--- src/rtl/afpm_pkg.sv ---
// Shared constants and types for the logarithmic FP16 multiplier tile.
// Latency: none (declarations only).
// Backpressure: none.
package afpm_pkg;

  localparam int EXP_W = 5;
  localparam int MAN_W = 10;
  localparam int BIAS  = 15;

  localparam logic [EXP_W-1:0] EXP_MAX = 5'd31;
  localparam logic [15:0]      QNAN    = 16'h7E00;

  // One state per byte slot of the repeating four-cycle frame
  typedef enum logic [1:0] {
    S_LO   = 2'd0,
    S_HI   = 2'd1,
    S_CALC = 2'd2,
    S_OUT  = 2'd3
  } state_t;

endpackage

--- src/rtl/lmul_fp16.sv ---
// Approximate FP16 multiply: adds exponent/mantissa as log2 values (Mitchell).
// Latency: purely combinational.
// Backpressure: none.
module lmul_fp16
  import afpm_pkg::*;
(
  input  logic [15:0] a,
  input  logic [15:0] b,
  output logic [15:0] r
);

  logic             sa, sb, sign;
  logic [EXP_W-1:0] ea, eb;
  logic [MAN_W-1:0] ma, mb;
  logic             a_nan, b_nan, a_inf, b_inf, a_zero, b_zero;
  logic [MAN_W:0]   m_sum;
  logic signed [7:0] e_sum;

  assign sa = a[15];
  assign sb = b[15];
  assign ea = a[14:10];
  assign eb = b[14:10];
  assign ma = a[9:0];
  assign mb = b[9:0];
  assign sign = sa ^ sb;

  assign a_nan  = (ea == EXP_MAX) && (ma != '0);
  assign b_nan  = (eb == EXP_MAX) && (mb != '0);
  assign a_inf  = (ea == EXP_MAX) && (ma == '0);
  assign b_inf  = (eb == EXP_MAX) && (mb == '0);
  assign a_zero = (ea == '0);
  assign b_zero = (eb == '0);

  // Mantissa fractions add in the log domain; carry out bumps the exponent
  assign m_sum = {1'b0, ma} + {1'b0, mb};
  assign e_sum = $signed({3'b000, ea}) + $signed({3'b000, eb})
               + $signed({7'b0000000, m_sum[MAN_W]}) - 8'sd15;

  // Special-case priority: NaN/invalid, then Inf, then zero, then range clamp
  always_comb begin
    r = '0;
    if (a_nan || b_nan || (a_inf && b_zero) || (b_inf && a_zero)) begin
      r = QNAN;
    end else if (a_inf || b_inf) begin
      r = {sign, EXP_MAX, {MAN_W{1'b0}}};
    end else if (a_zero || b_zero) begin
      r = {sign, 15'h0000};
    end else if (e_sum >= 8'sd31) begin
      r = {sign, EXP_MAX, {MAN_W{1'b0}}};
    end else if (e_sum <= 8'sd0) begin
      r = {sign, 15'h0000};
    end else begin
      r = {sign, e_sum[EXP_W-1:0], m_sum[MAN_W-1:0]};
    end
  end

endmodule

--- src/rtl/tt_um_logarithmic_afpm.sv ---
// Tiny Tapeout tile: byte-serial operands in, byte-serial approximate FP16 product out.
// Latency: low result byte 1 cycle after the high-operand edge, high byte 1 cycle later.
// Backpressure: none; the four-cycle frame free-runs and inputs are sampled unconditionally.
module tt_um_logarithmic_afpm
  import afpm_pkg::*;
(
  input  logic       clk,
  input  logic       rst_n,
  input  logic       ena,
  input  logic [7:0] ui_in,
  input  logic [7:0] uio_in,
  output logic [7:0] uo_out,
  output logic [7:0] uio_out,
  output logic [7:0] uio_oe
);

  state_t      state;
  logic [15:0] a, b;
  logic [15:0] r;
  logic [7:0]  res_hi;

  // The tile runs whenever clocked, so enable carries no meaning here
  logic unused_ena;
  assign unused_ena = &{1'b0, ena};

  assign uio_out = 8'h00;
  assign uio_oe  = 8'h00;

  lmul_fp16 u_lmul (
    .a (a),
    .b (b),
    .r (r)
  );

  // Frame sequencer: capture low/high operand bytes, then emit low/high result bytes
  always_ff @(posedge clk or negedge rst_n) begin
    if (!rst_n) begin
      state  <= S_LO;
      a      <= '0;
      b      <= '0;
      res_hi <= '0;
      uo_out <= '0;
    end else begin
      case (state)
        S_LO: begin
          a[7:0] <= ui_in;
          b[7:0] <= uio_in;
          state  <= S_HI;
        end
        S_HI: begin
          a[15:8] <= ui_in;
          b[15:8] <= uio_in;
          state   <= S_CALC;
        end
        S_CALC: begin
          uo_out <= r[7:0];
          res_hi <= r[15:8];
          state  <= S_OUT;
        end
        default: begin
          uo_out <= res_hi;
          state  <= S_LO;
        end
      endcase
    end
  end

endmodule

--- config.mk ---
export PLATFORM = sky130hd
export DESIGN_NAME = tt_um_logarithmic_afpm
export DESIGN_NICKNAME = d
export VERILOG_FILES = /design/src/rtl/afpm_pkg.sv /design/src/rtl/lmul_fp16.sv /design/src/rtl/tt_um_logarithmic_afpm.sv
export SDC_FILE = /design/constraint.sdc
export NUM_CORES = 1
export LEC_CHECK = 0
export BUFFER_PORTS_ARGS = -buffer_cell sky130_fd_sc_hd__clkbuf_2
export CAP_MARGIN = 0
export CORE_ASPECT_RATIO = 2
export CORE_MARGIN = 4
export CORE_UTILIZATION = 60
export CTS_BUF_LIST = sky130_fd_sc_hd__clkbuf_16
export DETAILED_ROUTE_END_ITERATION = 8
export PLACE_DENSITY = 0.83
export SLEW_MARGIN = 20
export SYNTH_ARGS = -nofsm -noshare
export SYNTH_HDL_FRONTEND = slang
export SYNTH_SLANG_ARGS = --single-unit
--- constraint.sdc ---
create_clock -name clk -period 7.5 [get_ports clk]
set_clock_uncertainty 0.2 [all_clocks]
set_input_delay 1.5 -clock clk [delete_from_list [all_inputs] [get_ports clk]]
set_output_delay 1.5 -clock clk [all_outputs]
set_load 0.05 [all_outputs]
==> impl_metrics.csv <==
group,metric,value,unit
floorplan,ios,43,
sta,worst_pin_slew,612,ps
clock_tree,clkSlewWorstSetupHoldPaths,60,ps
critical_path,ff2ff_path_depth,18,
clock_tree,cts_hold_buf,0,
route,ant_nets,0,
pwr,p_leak,0.00153,uW
layout,seqCellArea,0.00125,sq mm
sta,fin_crit_sh,60.7,%
critical_path,start_kind,"register",
pwr,sw_frac_of_total,32.0,%
pwr,power_frac_clock,34.1,%
grt,overflow,0,
sta,grt_setup_unrepaired,"no",
layout,n_fill_cell,404,
floorplan,initial_core_util,61.3,%
grt,grt_pass1_vias,2427,
logic_synthesis,ys_warn_count,0,
critical_path,end_kind,"register",
logic_synthesis,synth_cells,296,
logic_synthesis,ys_ff_latch,50,
clock_tree,root_buffer,"clkbuf_16",
placed_design,gp_congestion,0.889,
critical_path,crit_required,7450,ps
flow_run,drv_cap,0,
logic_synthesis,post-synth-top-area-cell,"dfrtp_1",
grt,grt_pass1_wl,11.5,mm
grt,antenna_found_initial,0,
floorplan,rows,37,
critical_path,critical_path_class,"reg2reg",
layout,syn_to_final_growth,9.82,%
pwr,powerDensity,246,mW/mm^2
sta,fin_tns_setup,0,ps
clock_tree,clkSinkCount,50,
route,wire_per_inst,18.3,microns
sta,hold_viol,0,
sta,relSlewSlack,59.2,%
route,vias,2343,
min_path,hold_path_depth,2,
grt,grt_use_total,23.0,%
clock_tree,cts-resized-gates,0,
sta,setup_violations,0,
critical_path,arrival,4510,ps
route,via_per_inst,6.17,
sta,final_max_slew_viol_count,0,
pwr,pwr-share-comb,27.3,%
layout,post_route_cells_drive_above_1_share,25.8,%
layout,utilization,67.3,%
clock_tree,post_cts_buffers,0,
logic_synthesis,yosysSeqAreaShare,39.7,%
clock_tree,htree_levels,2,
logic_synthesis,yosysTopAreaCellShare,39.7,%
logic_synthesis,syn-cell-area,0.00315,sq mm
logic_synthesis,synth_flop_cell,"dfrtp_1",
route,drtIter0Drc,85,
logic_synthesis,synth_area_leaders,"dfrtp_1 (40%), mux2_2 (11%), ha_1 (7.9%)",
pwr,internal_power,579,uW
pwr,p_seq_share,38.6,%
critical_path,cp_max_fo,9,
placed_design,port-buffer-count,25,
clock_tree,clock_path_buffers,2,
run_status,run_status,"finished, final reports clean",
floorplan,core_area,0.00514,sq mm
route,first_pass_iters,4,
layout,multi_input_area,0.00176,sq mm
sta,final.min_clock_period,4560,ps
min_path,min_path_type,"reg2reg",
pwr,p_sw,273,uW
clock_tree,cts_buffers,5,
pwr,ir_drop,0.283,mV
floorplan,die_h,110,microns
clock_tree,cts_tree,"yes",
layout,nets,362,
clock_tree,clock_latency,290,ps
layout,antenna_cells,0,
placed_design,dp_hpwl,5.25,mm
route,drc,0,
logic_synthesis,ys_types,52,
floorplan,dieArea,0.00654,sq mm
sta,clock.fmax,220,MHz
logic_synthesis,postSynthAreaPerCell,10.6,sq um
grt,grt_max_degree,51,
logic_synthesis,synth_edf_count,0,
floorplan,die_w,59.2,microns
route,wl,6.94,mm
logic_synthesis,async_flop_share,100,%
==> critical path, cell delays in order, from the launching register on <==
cell and delay (ps):
dfrtp_1 380, ha_1 210, inv_1 70, fa_1 410, nor2b_1 150, o21ai_0 140, a21o_1 200, a21oi_1 220
a21o_1 160, a21oi_1 90, ha_1 190, inv_1 110, ha_1 250, xnor3_1 390, or3b_1 400, o22ai_1 140
a21oi_1 140, nor2_2 420, o31ai_1 160
==> metal layers <==
layer | global-route usage (%) | part of all wire [%] | wire [microns] | vias to the layer above
li1 | - | - | - | 1116
met1 | 23.7 | 35 | 2460 | 1140
met2 | 41.6 | 57 | 3940 | 68
met3 | 3.63 | 3.5 | 244 | 19
met4 | 12.3 | 4.3 | 296 | 0
met5 | 0 | 0 | 0 | -
==> power groups by stage <==
stage / Sequential (uW) / Clock (uW) / Combinational, uW
floorplan: 367 / 0 / 146
global placement: 332 / 0 / 224
detailed placement: 334 / 0 / 231
CTS: 329 / 294 / 233
global route: 333 / 304 / 252
finish: 329 / 291 / 232
==> final cells by class <==
class	instances	share of cell area, %
multi-input cells	227	50.9
flip-flops and latches	50	36.2
repair buffers	28	4.27
clock buffers	5	3.62
well taps	58	2.10
clock inverters	3	1.99
inverters	9	0.977
==> logic make-up (layout without fill, tap and decap cells) <==
family	Yosys count	after routing	synth area share, %
and+or+nand+nor	75	75	14.0
AOI/OAI and AO/OA	74	74	16.5
DFF	50	50	39.7
buffers and inverters	34	45	6.20
muxes	30	30	10.7
adders and majority gates	22	22	9.22
xor gates and xnor gates	10	10	3.46
other	1	16	0.119
==> registers in the layout, indices dropped and copies added, names as in the netlist <==
signal and flops:
uo_out 8, b 16, a 16, res_hi 8
state 2
==> synthesized netlist by cell type, types with 3 or more instances <==
library cell and count:
a21o_1 5, a21oi_1 19, and3_1 4, buf_4 16, clkbuf_1 8, dfrtp_1 50, ha_1 20, inv_1 9
mux2_2 30, nand2_1 10, nand2b_1 4, nand3_1 8, nor2_1 12, nor2b_1 3, nor3_1 4, nor3b_1 6
nor4_1 8, o211ai_1 3, o21ai_0 18, o21bai_1 3, o221ai_1 3, o31ai_1 6, o41ai_2 4, or2_2 5
xnor2_1 6
==> cells in the final DEF (no fill, tap or decap), drive strengths merged, types with 3 or more instances in the layout <==
| master | Yosys | layout |
|---|---|---|
| nor3b | 6 | 6 |
| and3 | 5 | 5 |
| conb | 1 | 16 |
| o21ai | 18 | 18 |
| o211ai | 3 | 3 |
| nand2b | 4 | 4 |
| buf | 17 | 3 |
| xnor2 | 6 | 6 |
| dfrtp | 50 | 50 |
| o31ai | 6 | 6 |
| nor2b | 3 | 3 |
| or2 | 6 | 6 |
| nor3 | 5 | 5 |
| a21oi | 19 | 19 |
| a21o | 5 | 5 |
| ha | 20 | 20 |
| inv | 9 | 9 |
| o41ai | 5 | 5 |
| o21bai | 3 | 3 |
| nor2 | 13 | 13 |
| mux2 | 30 | 30 |
| o221ai | 3 | 3 |
| nor4 | 9 | 9 |
| clkbuf | 8 | 30 |
| nand2 | 10 | 10 |
| xor2 | 3 | 3 |
| nand3 | 9 | 9 |
==> metrics by stage <==
step | total power, uW | std cells | setup WS, ps | hold slack (ps) | cell area, sq um
after floorplan | 514 | 311 | 3600 | 252 | 3200
after global placement | 556 | 372 | 3140 | 269 | 3260
after detailed placement | 565 | 372 | 2970 | 277 | 3260
after CTS | 856 | 380 | 2950 | 293 | 3460
after global routing | 889 | 380 | 2750 | 316 | 3460
final | 852 | 380 | 2940 | 293 | 3460
==> path summary, 6_finish.rpt <==
| kind | from | to | slack [ps] |
|---|---|---|---|
| worst max register to register | b[0]$_DFFE_PN0P_ | uo_out[7]$_DFFE_PN0N_ | 2940 |
| worst min register to register | res_hi[7]$_DFFE_PN0P_ | res_hi[7]$_DFFE_PN0P_ | 290 |
| max in group asynchronous | rst_n | b[9]$_DFFE_PN0P_ | 5580 |
| worst max-delay path | b[0]$_DFFE_PN0P_ | uo_out[7]$_DFFE_PN0N_ | 2940 |
| min in group asynchronous | rst_n | res_hi[6]$_DFFE_PN0P_ | 1100 |
| worst min-delay path | res_hi[7]$_DFFE_PN0P_ | res_hi[7]$_DFFE_PN0P_ | 290 |
Power figures use the tool's default switching activity.
